File: src/rtl/sram_port_arbiter_pkg.sv
// Shared types for the SRAM port arbiter: FSM states, grant IDs, strobe bundle
// and the per-state strobe decode.
package sram_port_arbiter_pkg;

    localparam int unsigned ADDR_W_DEF = 18;
    localparam int unsigned DATA_W_DEF = 16;
    localparam int unsigned CPU_ADDR_W = 16;
    localparam int unsigned WAIT_W     = 3;

    typedef enum logic [2:0] {
        ST_IDLE,
        ST_RD,
        ST_WR_SETUP,
        ST_WR_PULSE,
        ST_WR_HOLD,
        ST_DONE
    } state_t;

    typedef enum logic {
        GNT_IF,
        GNT_MEM
    } gnt_t;

    typedef struct packed {
        logic ce_n;
        logic oe_n;
        logic we_n;
        logic dq_oe;
    } strobe_t;

    // Strobe levels the SRAM pins must show while the FSM sits in a given state.
    function automatic strobe_t strobes_for(input state_t st);
        strobe_t s;
        case (st)
            ST_RD:       s = '{ce_n: 1'b0, oe_n: 1'b0, we_n: 1'b1, dq_oe: 1'b0};
            ST_WR_SETUP: s = '{ce_n: 1'b0, oe_n: 1'b1, we_n: 1'b1, dq_oe: 1'b1};
            ST_WR_PULSE: s = '{ce_n: 1'b0, oe_n: 1'b1, we_n: 1'b0, dq_oe: 1'b1};
            ST_WR_HOLD:  s = '{ce_n: 1'b0, oe_n: 1'b1, we_n: 1'b1, dq_oe: 1'b1};
            default:     s = '{ce_n: 1'b1, oe_n: 1'b1, we_n: 1'b1, dq_oe: 1'b0};
        endcase
        return s;
    endfunction

endpackage

File: src/rtl/sram_port_arbiter_sram_phy.sv
// SRAM pin stage: registers strobes, address and write data; the arbiter FSM
// supplies the next-cycle values.
module sram_port_arbiter_sram_phy
    import sram_port_arbiter_pkg::*;
#(
    parameter int unsigned ADDR_W = ADDR_W_DEF,
    parameter int unsigned DATA_W = DATA_W_DEF
) (
    input  logic              clk,
    input  logic              rst,
    input  strobe_t           strobe_nxt,
    input  logic              addr_ld,
    input  logic [ADDR_W-1:0] addr_nxt,
    input  logic              data_ld,
    input  logic [DATA_W-1:0] data_nxt,
    output logic [ADDR_W-1:0] sram_addr,
    output logic [DATA_W-1:0] sram_dq_o,
    output logic              sram_dq_oe,
    output logic              sram_ce_n,
    output logic              sram_oe_n,
    output logic              sram_we_n
);

    always_ff @(posedge clk or posedge rst) begin
        if (rst) begin
            sram_ce_n  <= 1'b1;
            sram_oe_n  <= 1'b1;
            sram_we_n  <= 1'b1;
            sram_dq_oe <= 1'b0;
            sram_addr  <= '0;
            sram_dq_o  <= '0;
        end else begin
            sram_ce_n  <= strobe_nxt.ce_n;
            sram_oe_n  <= strobe_nxt.oe_n;
            sram_we_n  <= strobe_nxt.we_n;
            sram_dq_oe <= strobe_nxt.dq_oe;
            if (addr_ld) sram_addr <= addr_nxt;
            if (data_ld) sram_dq_o <= data_nxt;
        end
    end

endmodule

File: src/rtl/sram_port_arbiter.sv
// Round-robin arbiter sharing one SRAM port between instruction fetch and
// load/store, sequencing read and write strobe timing and raising stall.
module sram_port_arbiter
    import sram_port_arbiter_pkg::*;
#(
    parameter int unsigned ADDR_W   = ADDR_W_DEF,
    parameter int unsigned DATA_W   = DATA_W_DEF,
    parameter int unsigned WAIT_CYC = 1
) (
    input  logic                  clk,
    input  logic                  rst,
    input  logic                  if_req,
    input  logic [CPU_ADDR_W-1:0] if_addr,
    output logic [DATA_W-1:0]     if_rdata,
    output logic                  if_ready,
    input  logic                  mem_rd,
    input  logic                  mem_wr,
    input  logic [CPU_ADDR_W-1:0] mem_addr,
    input  logic [DATA_W-1:0]     mem_wdata,
    output logic [DATA_W-1:0]     mem_rdata,
    output logic                  mem_ready,
    output logic                  stall,
    output logic [ADDR_W-1:0]     sram_addr,
    output logic [DATA_W-1:0]     sram_dq_o,
    output logic                  sram_dq_oe,
    input  logic [DATA_W-1:0]     sram_dq_i,
    output logic                  sram_ce_n,
    output logic                  sram_oe_n,
    output logic                  sram_we_n
);

    state_t            state, state_nxt;
    gnt_t              last_grant, grant_nxt;
    logic [WAIT_W-1:0] cnt, cnt_nxt;
    logic              mem_pend, pick_mem, addr_ld, data_ld, capture;
    logic [ADDR_W-1:0] addr_nxt;
    strobe_t           strobe_nxt;

    assign mem_pend   = mem_rd | mem_wr;
    assign stall      = (if_req & ~if_ready) | (mem_pend & ~mem_ready);
    assign strobe_nxt = strobes_for(state_nxt);

    // last_grant doubles as the owner of the access in flight; it only moves in IDLE.
    always_ff @(posedge clk or posedge rst) begin
        if (rst) begin
            state      <= ST_IDLE;
            last_grant <= GNT_IF;
            cnt        <= '0;
            if_rdata   <= '0;
            mem_rdata  <= '0;
            if_ready   <= 1'b0;
            mem_ready  <= 1'b0;
        end else begin
            state      <= state_nxt;
            last_grant <= grant_nxt;
            cnt        <= cnt_nxt;
            if (capture) begin
                if (last_grant == GNT_IF) if_rdata  <= sram_dq_i;
                else                      mem_rdata <= sram_dq_i;
            end
            if_ready  <= (state_nxt == ST_DONE) && (last_grant == GNT_IF);
            mem_ready <= (state_nxt == ST_DONE) && (last_grant == GNT_MEM);
        end
    end

    always_comb begin
        state_nxt = state;
        grant_nxt = last_grant;
        cnt_nxt   = cnt;
        pick_mem  = 1'b0;
        addr_ld   = 1'b0;
        addr_nxt  = '0;
        data_ld   = 1'b0;
        capture   = 1'b0;
        case (state)
            ST_IDLE: begin
                if (if_req | mem_pend) begin
                    pick_mem  = mem_pend && (!if_req || last_grant == GNT_IF);
                    grant_nxt = pick_mem ? GNT_MEM : GNT_IF;
                    addr_ld   = 1'b1;
                    addr_nxt  = pick_mem ? ADDR_W'(mem_addr) : ADDR_W'(if_addr);
                    // A simultaneous rd+wr is served as a store.
                    if (pick_mem && mem_wr) begin
                        state_nxt = ST_WR_SETUP;
                        data_ld   = 1'b1;
                    end else begin
                        state_nxt = ST_RD;
                        cnt_nxt   = WAIT_W'(WAIT_CYC);
                    end
                end
            end
            ST_RD: begin
                if (cnt == '0) begin
                    state_nxt = ST_DONE;
                    capture   = 1'b1;
                end else begin
                    cnt_nxt = cnt - 1'b1;
                end
            end
            ST_WR_SETUP: begin
                state_nxt = ST_WR_PULSE;
                cnt_nxt   = WAIT_W'(WAIT_CYC);
            end
            ST_WR_PULSE: begin
                if (cnt == '0) state_nxt = ST_WR_HOLD;
                else           cnt_nxt   = cnt - 1'b1;
            end
            ST_WR_HOLD: state_nxt = ST_DONE;
            ST_DONE:    state_nxt = ST_IDLE;
            default:    state_nxt = ST_IDLE;
        endcase
    end

    sram_port_arbiter_sram_phy #(
        .ADDR_W (ADDR_W),
        .DATA_W (DATA_W)
    ) u_phy (
        .clk        (clk),
        .rst        (rst),
        .strobe_nxt (strobe_nxt),
        .addr_ld    (addr_ld),
        .addr_nxt   (addr_nxt),
        .data_ld    (data_ld),
        .data_nxt   (mem_wdata),
        .sram_addr  (sram_addr),
        .sram_dq_o  (sram_dq_o),
        .sram_dq_oe (sram_dq_oe),
        .sram_ce_n  (sram_ce_n),
        .sram_oe_n  (sram_oe_n),
        .sram_we_n  (sram_we_n)
    );

endmodule

File: config.mk
export PLATFORM = sky130hd
export DESIGN_NAME = sram_port_arbiter
export DESIGN_NICKNAME = d
export VERILOG_FILES = /design/src/rtl/sram_port_arbiter_pkg.sv /design/src/rtl/sram_port_arbiter_sram_phy.sv /design/src/rtl/sram_port_arbiter.sv
export SDC_FILE = /design/constraint.sdc
export NUM_CORES = 1
export LEC_CHECK = 0
export BUFFER_PORTS_ARGS = -buffer_cell sky130_fd_sc_hd__clkbuf_2
export CAP_MARGIN = 10
export CORE_MARGIN = 3
export CORE_UTILIZATION = 49
export CTS_BUF_LIST = sky130_fd_sc_hd__clkbuf_4
export CTS_CLUSTER_DIAMETER = 40
export DETAILED_ROUTE_END_ITERATION = 7
export GPL_ROUTABILITY_DRIVEN = 1
export PLACE_DENSITY = 0.78
export SLEW_MARGIN = 20
export SYNTH_ARGS = -nofsm -noshare
export SYNTH_HDL_FRONTEND = slang
export SYNTH_SLANG_ARGS = --single-unit
File: constraint.sdc
create_clock -name clk -period 2.65 [get_ports clk]
set_input_delay 0.1325 -clock clk [delete_from_list [all_inputs] [get_ports clk]]
set_output_delay 0.1325 -clock clk [all_outputs]
set_load 0.03 [all_outputs]
# Word-level counts from Yosys, hierarchy flattened
# Cells that the tools add are included.
[totals]
regBits = 79
in_bits = 69
out_inout_bits = 73
elab_cells = 70
[classes]
n_addsub = 1
eq_ne = 12
n_mux = 21
bitwise_logic = 8
n_reduce_logical = 15
[op_table]
columns = ["cell", "n"]
rows = [
  ["$mux 16", 3],
  ["$mux 3", 6],
  ["$pmux 3 s5", 1],
  ["$eq 3x2->1 const B", 4],
  ["$pmux 4 s3", 1],
  ["$eq 3x3->1 const B", 3],
  ["$pmux 3 s3", 1],
  ["$mux 1", 8],
  ["$eq 3x1->1 const B", 2],
  ["$logic_not 3->1", 2],
  ["$ne 2x2->1 const B", 3],
  ["$reduce_and 2->1", 3],
  ["$logic_and 1x1->1", 4],
  ["$reduce_and 4->1", 1],
  ["$reduce_or 2->1", 2],
  ["$not 1->1", 3],
  ["$or 1x1->1", 3],
  ["$reduce_bool 3->1", 1],
  ["$sub 3x1->3 const B", 1],
  ["$and 1x1->1", 2],
  ["$mux 2", 1],
  ["$logic_not 1->1", 1],
  ["$logic_or 1x1->1", 1],
]

# Longest topological paths before layout
# Gate-level depths: netlist of run 1.
[depth]
word_depth = 10
mapped_depth = 8
mapped_depth_nobuf = 6

# By module
# Synthesis of run 1 repeated with hierarchy kept, for this count alone.
[unflattened]
cells_unflattened = 271
hier_area_um2 = 3543.4
[modules_own_cells]
columns = ["module", "instances", "cells_each", "area_per_inst_um2"]
rows = [
  ["sram_port_arbiter", 1, 194, 2064.5],
  ["sram_port_arbiter_sram_phy", 1, 77, 1478.9],
]

# Worst setup path after synthesis of run 1
# Ideal clock, no wire load.
[synth_path]
path_type = "register -> register"
start = "register cnt[0]"
end = "register if_rdata[0]"
t_arrival_ns = 1.837
t_required_ns = 2.525
slack_ns = 0.688
path_stages_with_launch = 9
synth_period_minus_slack_ns = 1.962
path_cell_list = "dfrtp_1 > inv_1 > ha_1 > ha_1 > buf_4 > nand2_1 > nor4_4 > buf_4 > mux2_2"
[synth_via]
elab_chain_cells = 4
[synth_lines]
columns = ["item", "line_no", "rtl"]
rows = [
  ["start: declaration", "sram_port_arbiter.sv:34", "logic [WAIT_W-1:0] cnt, cnt_nxt;"],
  ["start signal: assignment", "sram_port_arbiter.sv:56", "cnt <= cnt_nxt;"],
  ["$logic_not 3->1", "sram_port_arbiter.sv:93", "if (cnt == '0) begin"],
  ["$mux 1", "sram_port_arbiter.sv:93", ""],
  ["$mux 1", "sram_port_arbiter.sv:75", "case (state)"],
  ["$reduce_and 2->1 (no line)", "--", ""],
  ["end signal: assignment", "sram_port_arbiter.sv:58", "if (last_grant == GNT_IF) if_rdata <= sram_dq_i;"],
  ["end: declaration", "sram_port_arbiter.sv:14", "output logic [DATA_W-1:0] if_rdata,"],
]
# Every way passes these cells.
# A chain may end at the register's enable or synchronous reset.

# Worst setup path after layout of run 1
[layout_path]
start = "register cnt[0]"
end = "register if_rdata[1]"
# The elaborated chain is that of the path after synthesis.

==> results of run 1 <==
-- cell families (layout without fill, tap and decap cells) --
kind of cell / Yosys count / in the layout
AO/OA/AOI/OAI: 16 / 16
adder cells (fa/ha/maj): 2 / 2
buffers and inverters: 21 / 200
flip-flops: 77 / 77
multiplexers: 82 / 82
other: 1 / 2
AND/OR/NAND/NOR: 26 / 26
-- worst max-delay path by stage --
stage	startpoint	end	slack, ns	depth (start not counted)
6_report	cnt[0]$_DFFE_PP0P_	if_rdata[1]$_DFFE_PP0P_	0.53	7
5_1_grt	cnt[0]$_DFFE_PP0P_	if_rdata[1]$_DFFE_PP0P_	0.31	7
4_1_cts	cnt[0]$_DFFE_PP0P_	if_rdata[14]$_DFFE_PP0P_	0.54	7
3_5_place_dp	cnt[0]$_DFFE_PP0P_	if_rdata[14]$_DFFE_PP0P_	0.56	7
3_3_place_gp	cnt[0]$_DFFE_PP0P_	if_rdata[2]$_DFFE_PP0P_	0.65	7
2_1_floorplan	rst	cnt[0]$_DFFE_PP0P_	0.56	1
-- registers in the layout, summed over array words and instances (netlist names), 3 cells and up --
| name | flops |
|---|---|
| mem_rdata | 16 |
| cnt | 3 |
| u_phy.sram_dq_o | 16 |
| state | 3 |
| u_phy.sram_addr | 16 |
| if_rdata | 16 |
-- cell type report --
cell class                      count  area [µm²]
Multi-Input combinational cell    128        1249
Fill cell                         460        1887
Clock buffer                        9       67.56
Sequential cell                    77        1931
Tap cell                           77       96.34
Inverter                            8       30.03
Timing Repair Buffer              176        1056
Clock inverter                      7       106.4
-- power breakdown --
group,switching (mW),total (mW),internal [mW]
Clock,0.442,0.841,0.399
Combinational,1.88,3.07,1.19
Sequential,0.398,2.18,1.78
Total,2.72,6.09,3.37
-- worst min-delay path: cells and delay by family --
kind                   cells  cell delay (ns)
buffers and inverters      1             0.07
muxes                      2             0.25
-- per-layer routing --
layer | vias to the layer above | GRT usage | share of wire
met5 | - | 0 | 0
met4 | 0 | 0.1046 | 0.024
met3 | 16 | 0.04327 | 0.064
met2 | 97 | 0.3336 | 0.53
met1 | 1190 | 0.2352 | 0.38
li1 | 1149 | - | -
-- synthesized netlist by cell type --
library cell,n
inv_1,8
conb_1,1
ha_1,2
o2bb2ai_2,1
a21oi_1,1
nor2_1,4
a211oi_1,3
buf_4,6
a31oi_1,1
a32oi_1,1
nand4_2,2
nor3_1,1
buf_2,6
o22ai_1,1
nor4_4,2
nand2_1,10
nand2b_1,1
mux2i_1,1
o211ai_1,2
dfstp_2,3
buf_6,1
a32o_1,2
mux2_2,81
o31ai_1,2
nor2_4,1
nand3_1,3
dfrtp_1,74
o21ai_0,2
nor2b_1,1
or2_2,1
-- metrics by stage --
| stage | power (mW) | instances |
|---|---|---|
| 2_1_floorplan | 4.424 | 226 |
| 3_3_place_gp | 5.165 | 433 |
| 3_5_place_dp | 5.253 | 433 |
| 4_1_cts | 6.127 | 482 |
| 5_1_grt | 6.461 | 482 |
| 6_report | 6.089 | 482 |
-- timing repair --
action                                  CTS  global route
setup buffers                             0             0
endpoints found under the setup margin    0             0
hold buffers                             33             0
hold endpoints to repair                 67             0
==> results by group, run 1 <==
Global routing
  • Total GRT Usage: 0.1972
  • GR Overflow Total: 0
  • Vias in the first global route: 2460
  • First-pass GRT wire length: 11550 µm
  • Largest net degree at the start of global routing: 29
  • Initial antenna violation count: 0

Synthesis
  • Post-Syn Area: 0.003292 mm²
  • Area share of and/or/nand/nor cells after synthesis: 0.05169
  • Xor/xnor cell area share of the yosys netlist: 0
  • Cell count after synthesis: 225
  • Post-Synth Adder-Cell Area: 0.007602
  • Leading area contributor after synthesis: dfrtp_1
  • FF+latch count, synth: 77
  • Yosys top cell area share: 0.5625
  • Ys Warns: 0
  • Register area share after synthesis: 0.5865
  • Largest family of logic cells by synthesized area: multiplexers
  • Multiplexer share of the synthesized area: 0.2801
  • Ranking of synthesized cells by area: dfrtp_1, mux2_2, dfstp_2
  • Cell variety after synth: 30
  • Compound-Gate Fraction of Synth Area: 0.03763
  • Syn Area/Cell: 14.63 µm²

Detailed routing
  • TritonRoute pass-1 iters: 4
  • Detailed-route DRC error count: 0
  • Final WL: 7317 µm
  • Routed via count: 2452
  • Routed length per instance: 15.18 µm
  • DRT iter0 DRCs: 125
  • Post-DRT Antenna Nets: 0
  • Vias per inst: 5.087

Cells and area
  • Share of layout cells above drive strength 1: 0.6198
  • Most frequent cells in the layout: clkbuf_2, mux2_2, dfrtp_1, dlygate4sd3_1, nand2_1
  • Fin area: 0.004536 mm²
  • Area grow syn2layout: 37.78%
  • # diodes: 0
  • Layout net count: 471
  • Most common cell after layout, fill and taps aside: clkbuf_2
  • Final Core Density: 0.7062

Timing
  • Tcrit/Tclk final: 0.7984
  • RSZ-0062 raised after global routing: no
  • Fin Hold WS: 0.06180 ns
  • Setup Skew: 0.01689 ns
  • Post-route setup slack: 0.5341 ns
  • Final Hold Vio Count: 0
  • Max Freq: 0.4726 GHz
  • Setup TNS: 0 ns
  • Final setup viols: 0
  • Slew Viols, Final: 0
  • Final min period: 2.116 ns
  • Slew HR: 0.4503
  • Slew @ Worst Pin: 0.8197 ns

Setup path
  • Delay-heaviest family, CP: adder cells
  • Required time worst endpoint: 2.96 ns
  • Most frequent CP cell: ha_1
  • Critical path buffer and inverter count: 2
  • Slowest stage cell, crit path: dfrtp_1
  • Worst Path Arrival: 2.42 ns
  • Worst reg2reg endpoint: if_rdata[1]$_DFFE_PP0P_
  • Critical path launch point type: flip-flop
  • CP endpoint kind: flip-flop
  • R2R setup slack: 0.53 ns
  • Slowest cell delay on critical path: 0.41 ns
  • Crit-path cells: inv_1 -> ha_1 -> ha_1 -> nand2_1 -> nor4_4 -> buf_4 -> mux2_2
  • FF-to-FF path depth: 7
  • Critical Path Fanout Max: 16
  • R2R Path Start: cnt[0]$_DFFE_PP0P_
  • Setup CP Type: flip-flop to flip-flop

Placed design
  • Post-Place Setup Slack: 0.5630 ns
  • DP Area: 0.004031 mm²
  • DP HPWL: 4968 µm
  • Port bufs: 139
  • Placer Congestion: 0.8133

Floorplan
  • Die width: 87.97 µm
  • Core ar.: 0.006422 mm²
  • Die extent in y: 87.97 µm
  • Full die area: 0.007738 mm²
  • Initial Utilization: 0.5126
  • IO Pins: 142
  • Rows: 29

Power
  • Power per cell area: 1343 mW/mm²
  • Pleak: 2.223 nW
  • Peak VDD IR: 0.0007417 V

CTS
  • CTS Root Cell: clkbuf_4
  • Clk pin slew, worst setup/hold paths: 0.14 ns
  • Post-CTS sizing: 0
  • H-tree depth reported by CTS: 3
  • Clock Tree Buf Depth: 2
  • CTS sink count: 77
  • Cts bufs inserted: 9
  • CTS tree: built
  • Worst skew pair latency: 0.42 ns

Status
  • Status: complete, no violations

Job
  • Max Cap Viol: 0

Min path
  • Hold path depth: 3
  • Hold Path Origin: mem_addr[15]
  • Hold WC Path Type: primary input to flip-flop
  • Hold Path End: u_phy.sram_addr[15]$_DFFE_PP0P_
(Power assumes the default switching activity.)
==> run 2: changes to the inputs <==
--- a/config.mk
+++ b/config.mk
@@ -5,10 +5,11 @@
 export SDC_FILE = /design/constraint.sdc
 export NUM_CORES = 1
 export LEC_CHECK = 0
+export ABC_AREA = 1
 export BUFFER_PORTS_ARGS = -buffer_cell sky130_fd_sc_hd__clkbuf_2
 export CAP_MARGIN = 10
 export CORE_MARGIN = 3
-export CORE_UTILIZATION = 49
+export CORE_UTILIZATION = 50
 export CTS_BUF_LIST = sky130_fd_sc_hd__clkbuf_4
 export CTS_CLUSTER_DIAMETER = 40
 export DETAILED_ROUTE_END_ITERATION = 7
==> constraint.sdc (replaced) <==
create_clock -name clk -period 2.2 [get_ports clk]
set_input_delay 0.11 -clock clk [delete_from_list [all_inputs] [get_ports clk]]
set_output_delay 0.11 -clock clk [all_outputs]
set_load 0.03 [all_outputs]
==> results by group, run 2 <==
Global routing
  • GR peak layer: met2
  • First-pass GRT wire length: 13990 µm
  • Met3 usage in global routing: 0.04250
  • Largest net degree at the start of global routing: 78
  • Met1 capacity usage during global routing: 0.2303
  • Met2 Use GR: 0.3902
  • Initial antenna violation count: 0
  • Total GRT Usage: 0.2118
  • GR Overflow Total: 0
  • Vias in the first global route: 3117

Timing
  • Final Hold Vio Count: 0
  • Tcrit/Tclk final: 0.9358
  • Max Freq: 0.4857 GHz
  • Slew Viols, Final: 0
  • Setup TNS: 0 ns
  • Final setup viols: 0
  • Setup Skew: 0.01553 ns
  • RSZ-0062 raised after global routing: no
  • Final min period: 2.059 ns
  • Fin Hold WS: 0.02391 ns

Floorplan
  • Die width: 90.38 µm
  • Rows: 30
  • Full die area: 0.008168 mm²
  • Core ar.: 0.006832 mm²
  • Die extent in y: 90.38 µm
  • Initial Utilization: 0.5211
  • IO Pins: 142

Cells and area
  • Most common cell after layout, fill and taps aside: clkbuf_2
  • Share of layout cells above drive strength 1: 0.4328
  • # diodes: 0
  • Final Core Density: 0.7004
  • Layout net count: 602
  • Filler cells: 545
  • Most frequent cells in the layout: clkbuf_2, nand2_1, dfrtp_1, dlygate4sd3_1, o21ai_2
  • Area grow syn2layout: 34.41%

Min path
  • Hold Path End: u_phy.sram_addr[1]$_DFFE_PP0P_
  • Hold path depth: 4
  • Hold WC Path Type: primary input to flip-flop
  • Hold Path Origin: if_addr[1]

Synthesis
  • Area share of and/or/nand/nor cells after synthesis: 0.2376
  • Ys async rst share: 1.000
  • Post-Syn Area: 0.003560 mm²
  • Yosys top cell area share: 0.5202
  • Syn Area/Cell: 10.03 µm²
  • Synth cell count leaders: nand2_1, dfrtp_1, o21ai_2
  • Ranking of synthesized cells by area: dfrtp_1, nand2_1, o21ai_2
  • Ys Warns: 0
  • Compound-Gate Fraction of Synth Area: 0.1279
  • Post-synth EDFFs: 0
  • FF+latch count, synth: 77
  • Cell variety after synth: 29
  • Xor/xnor cell area share of the yosys netlist: 0
  • Leading area contributor after synthesis: dfrtp_1
  • Count leader, synth: nand2_1
  • Register area share after synthesis: 0.5424
  • Top_reg_cell synth: dfrtp_1
  • Cell count after synthesis: 355
  • Post-Synth Adder-Cell Area: 0.007030
  • Multiplexer share of the synthesized area: 0
  • Largest family of logic cells by synthesized area: simple AND/OR/NAND/NOR gates

Detailed routing
  • TritonRoute pass-1 iters: 4
  • DRT iter0 DRCs: 114
  • Vias per inst: 4.794
  • Routed via count: 3030
  • Final WL: 8325 µm
  • Routed length per instance: 13.17 µm
  • Post-DRT Antenna Nets: 0
  • Detailed-route DRC error count: 0

Placed design
  • Port bufs: 139
  • DP HPWL: 5673 µm
  • Placer Congestion: 0.8732

Status
  • Status: complete, no violations

Setup path
  • Worst reg2reg endpoint: u_phy.sram_addr[15]$_DFFE_PP0P_
  • FF-to-FF path depth: 8
  • CP endpoint kind: flip-flop
  • Required time worst endpoint: 2.50 ns
  • Critical path launch point type: flip-flop
  • R2R Path Start: state[0]$_DFF_PP0_
  • Worst Path Arrival: 2.36 ns
  • Critical Path Fanout Max: 32
  • Setup CP Type: flip-flop to flip-flop
  • R2R setup slack: 0.14 ns

CTS
  • CTS tree: built
  • Post-CTS setup buffer count: 0
  • Worst skew pair latency: 0.41 ns
  • Post-CTS sizing: 0
  • Hold_buf cts: 39
  • CTS Root Cell: clkbuf_4
  • CTS sink count: 77
  • Clk pin slew, worst setup/hold paths: 0.14 ns
  • Clock Tree Buf Depth: 2
  • Cts bufs inserted: 9
  • H-tree depth reported by CTS: 3

Job
  • Max Cap Viol: 0

Power
  • Peak VDD IR: 0.0009309 V
  • Power per cell area: 1529 mW/mm²
  • Pleak: 2.566 nW
run 2: metal layers:
metal | wire length, µm | vias to the layer above
li1 | - | 1478
met1 | 3207 | 1419
met2 | 4445 | 105
met3 | 379 | 28
met4 | 292 | 0
met5 | 0 | -
run 2: power by group:
group          internal [mW]  leakage (nW)  total (mW)  switching [mW]
clock network          0.364        0.0792       0.898           0.534
logic                   1.21          1.56        3.89            2.68
registers               2.11         0.925        2.53           0.415
run 2: final cells by class:
cell class	instances	area (µm²)	area share
Timing Repair Buffer	180	1114	0.2327
Tap cell	96	120.1	0.02510
Clock buffer	9	67.56	0.01412
Clock inverter	7	80.08	0.01674
Multi-Input combinational cell	227	1334	0.2788
Sequential cell	77	1931	0.4035
Inverter	36	138.9	0.02903
run 2: worst max path at each step:
stage                                  start                               to  cells after the start  slack [ns]
final                     state[0]$_DFF_PP0_  u_phy.sram_addr[15]$_DFFE_PP0P_                      8        0.14
after global routing      state[0]$_DFF_PP0_  u_phy.sram_addr[15]$_DFFE_PP0P_                      8        0.01
after CTS                 state[0]$_DFF_PP0_  u_phy.sram_addr[15]$_DFFE_PP0P_                      8        0.13
after detailed placement  cnt[0]$_DFFE_PP0P_          if_rdata[9]$_DFFE_PP0P_                      6        0.48
after global placement    cnt[0]$_DFFE_PP0P_         if_rdata[15]$_DFFE_PP0P_                      6        0.55
after floorplan                          rst               cnt[0]$_DFFE_PP0P_                      1        0.13
run 2: cells by family (layout without fill, tap and decap cells):
family	Yosys count	in the layout
and+or+nand+nor	166	166
other	1	2
AOI/OAI and AO/OA	57	57
DFF	77	77
buffers and inverters	52	232
adders and majority gates	2	2
run 2: worst max-delay path, cell delays in order, from the launching register on:
cell,delay (ns)
dfrtp_1,0.50
nor2_4,0.15
nand2_4,0.09
nor2_4,0.10
buf_4,0.32
inv_1,0.12
nand2_1,0.07
o21ai_1,0.05
dlygate4sd3_1,0.55
run 2: metrics by stage:
step	instances	setup slack [ns]	power, mW	instance area (µm²)
global route	632	0.009581	7.807	4785
floorplan	356	0.1283	5.432	3563
global placement	577	0.5514	6.259	4247
CTS	632	0.1284	7.368	4785
detailed placement	577	0.4778	6.382	4247
finish	632	0.1412	7.315	4785
==> run 3: changes to the inputs <==
==> constraint.sdc (replaced) <==
create_clock -name clk -period 2.2 [get_ports clk]
set_input_delay 0.22 -clock clk [delete_from_list [all_inputs] [get_ports clk]]
set_output_delay 0.22 -clock clk [all_outputs]
set_load 0.03 [all_outputs]
==> results by group, run 3 (synthesis results as in run 2) <==
CTS
  • Clock Tree Buf Depth: 2
  • H-tree depth reported by CTS: 3
  • Clk pin slew, worst setup/hold paths: 0.12 ns
  • Post-CTS setup buffer count: 0
  • Worst skew pair latency: 0.41 ns
  • CTS tree: built
  • CTS sink count: 77
  • CTS Root Cell: clkbuf_4
  • Cts bufs inserted: 9

Power
  • Register share of total power: 0.355
  • Switch Pwr: 3.533 mW
  • Combinational Power Share: 0.531
  • Power per cell area: 1592 mW/mm²
  • Pleak: 2.441 nW
  • Clock network power share: 0.114
  • Peak VDD IR: 0.0009270 V
  • Internal: 3.616 mW
  • Switching Share: 0.4942

Global routing
  • Largest net degree at the start of global routing: 45
  • First-pass GRT wire length: 13010 µm
  • Total GRT Usage: 0.1971
  • GR Overflow Total: 0
  • Vias in the first global route: 2815
  • Initial antenna violation count: 0

Timing
  • Setup Skew: 0.01315 ns
  • Tcrit/Tclk final: 0.7850
  • Final min period: 1.727 ns
  • Post-route setup slack: 0.4730 ns
  • RSZ-0062 raised after global routing: no
  • Fin Hold WS: 0.02181 ns
  • Slew HR: 0.5996
  • Slew Viols, Final: 0
  • Setup TNS: 0 ns
  • Max Freq: 0.5790 GHz
  • Final setup viols: 0
  • Final Hold Vio Count: 0
  • Slew @ Worst Pin: 0.5998 ns

Detailed routing
  • Vias per inst: 4.758
  • Post-DRT Antenna Nets: 0
  • DRT iter0 DRCs: 132
  • Routed via count: 2869
  • Detailed-route DRC error count: 0
  • Final WL: 7714 µm
  • Routed length per instance: 12.79 µm
  • TritonRoute pass-1 iters: 6

Floorplan
  • Rows: 30
  • Die extent in y: 90.38 µm
  • Core ar.: 0.006832 mm²
  • Full die area: 0.008168 mm²
  • Die width: 90.38 µm
  • Initial Utilization: 0.5211
  • IO Pins: 142

Setup path
  • Crit-path cells: inv_1 -> ha_1 -> ha_1 -> nand3_4 -> nand2_1 -> o21ai_2
  • Most frequent CP cell: ha_1
  • Delay-heaviest family, CP: simple AND/OR/NAND/NOR gates
  • Slowest stage cell, crit path: nand3_4
  • Setup CP Type: flip-flop to flip-flop
  • Critical path buffer and inverter count: 1
  • Critical Path Fanout Max: 32
  • Slowest cell delay on critical path: 0.40 ns
  • CP endpoint kind: flip-flop
  • Critical path launch point type: flip-flop
  • Required time worst endpoint: 2.49 ns
  • Worst Path Arrival: 2.02 ns

Cells and area
  • Filler cells: 585
  • Multi-input logic area: 0.001334 mm²
  • Most common cell after layout, fill and taps aside: clkbuf_2
  • Most frequent cells in the layout: clkbuf_2, nand2_1, dfrtp_1, o21ai_2, inv_1
  • Reg area: 0.001931 mm²
  • Share of layout cells above drive strength 1: 0.4556
  • Layout net count: 574
  • # diodes: 0
  • Area grow syn2layout: 26.12%
  • Final Core Density: 0.6571

Min path
  • Hold WC Path Type: primary input to flip-flop

Placed design
  • Port bufs: 139
  • Post-Place Setup Slack: 0.4802 ns
  • Placer Congestion: 0.8817
  • DP HPWL: 5644 µm

Status
  • Status: complete, no violations

Job
  • Max Cap Viol: 0
## run 3: changes by cell type in the layout (fill, tap and decap cells not counted), sizes merged
cell         before  now
clkinv            2    5
inv              39   35
dlygate4sd3      39   11
## run 3: final cells by class
type | count | share of cell area
Multi-Input combinational cell | 227 | 0.2971
Clock inverter | 6 | 0.01449
Sequential cell | 77 | 0.4300
Clock buffer | 9 | 0.01505
Inverter | 36 | 0.03094
Timing Repair Buffer | 152 | 0.1856
Tap cell | 96 | 0.02676
## run 3: per-stage QoR
step / cell area [µm²] / instances / power [mW]
finish: 4489 / 603 / 7.149
global route: 4489 / 603 / 7.654
CTS: 4489 / 603 / 7.224
detailed placement: 4247 / 577 / 6.386
global placement: 4247 / 577 / 6.263
floorplan: 3563 / 356 / 5.432
## run 3: per-layer routing
layer | global-route usage | part of all wire | vias to the layer above
met3 | 0.02917 | 0.045 | 16
met2 | 0.3423 | 0.52 | 95
li1 | - | - | 1421
met1 | 0.2412 | 0.41 | 1337
met4 | 0.09439 | 0.027 | 0
met5 | 0 | 0 | -
## run 3: repair_timing
item,in CTS,in global routing
hold buffers,11,0
hold endpoints to repair,40,0
gates resized for setup,0,0
## run 3: power groups by stage
stage / registers (mW) / clock network, mW / logic [mW]
after detailed placement: 2.56 / 0 / 3.83
after global placement: 2.54 / 0 / 3.73
after CTS: 2.53 / 0.844 / 3.85
after floorplan: 3.75 / 0 / 1.69
final: 2.54 / 0.812 / 3.80
after global routing: 2.63 / 0.901 / 4.13
## run 3: worst paths after layout
path,cells past startpoint,to,start,slack (ns)
setup reg to reg,6,mem_rdata[0]$_DFFE_PP0P_,cnt[0]$_DFFE_PP0P_,0.47
setup / recovery,6,mem_rdata[0]$_DFFE_PP0P_,cnt[0]$_DFFE_PP0P_,0.47
max in group asynchronous,4,mem_rdata[2]$_DFFE_PP0P_,rst,1.19
min in group asynchronous,3,mem_rdata[1]$_DFFE_PP0P_,rst,0.39
hold / removal,3,u_phy.sram_dq_o[10]$_DFFE_PP0P_,mem_wdata[10],0.02
hold reg to reg,2,u_phy.sram_dq_o[13]$_DFFE_PP0P_,u_phy.sram_dq_o[13]$_DFFE_PP0P_,0.48
## run 3: worst register-to-register path: stages, from the launching register on
cell     delay (ns)
dfrtp_1        0.39
inv_1          0.07
ha_1           0.15
ha_1           0.31
nand3_4        0.40
nand2_1        0.21
o21ai_2        0.08
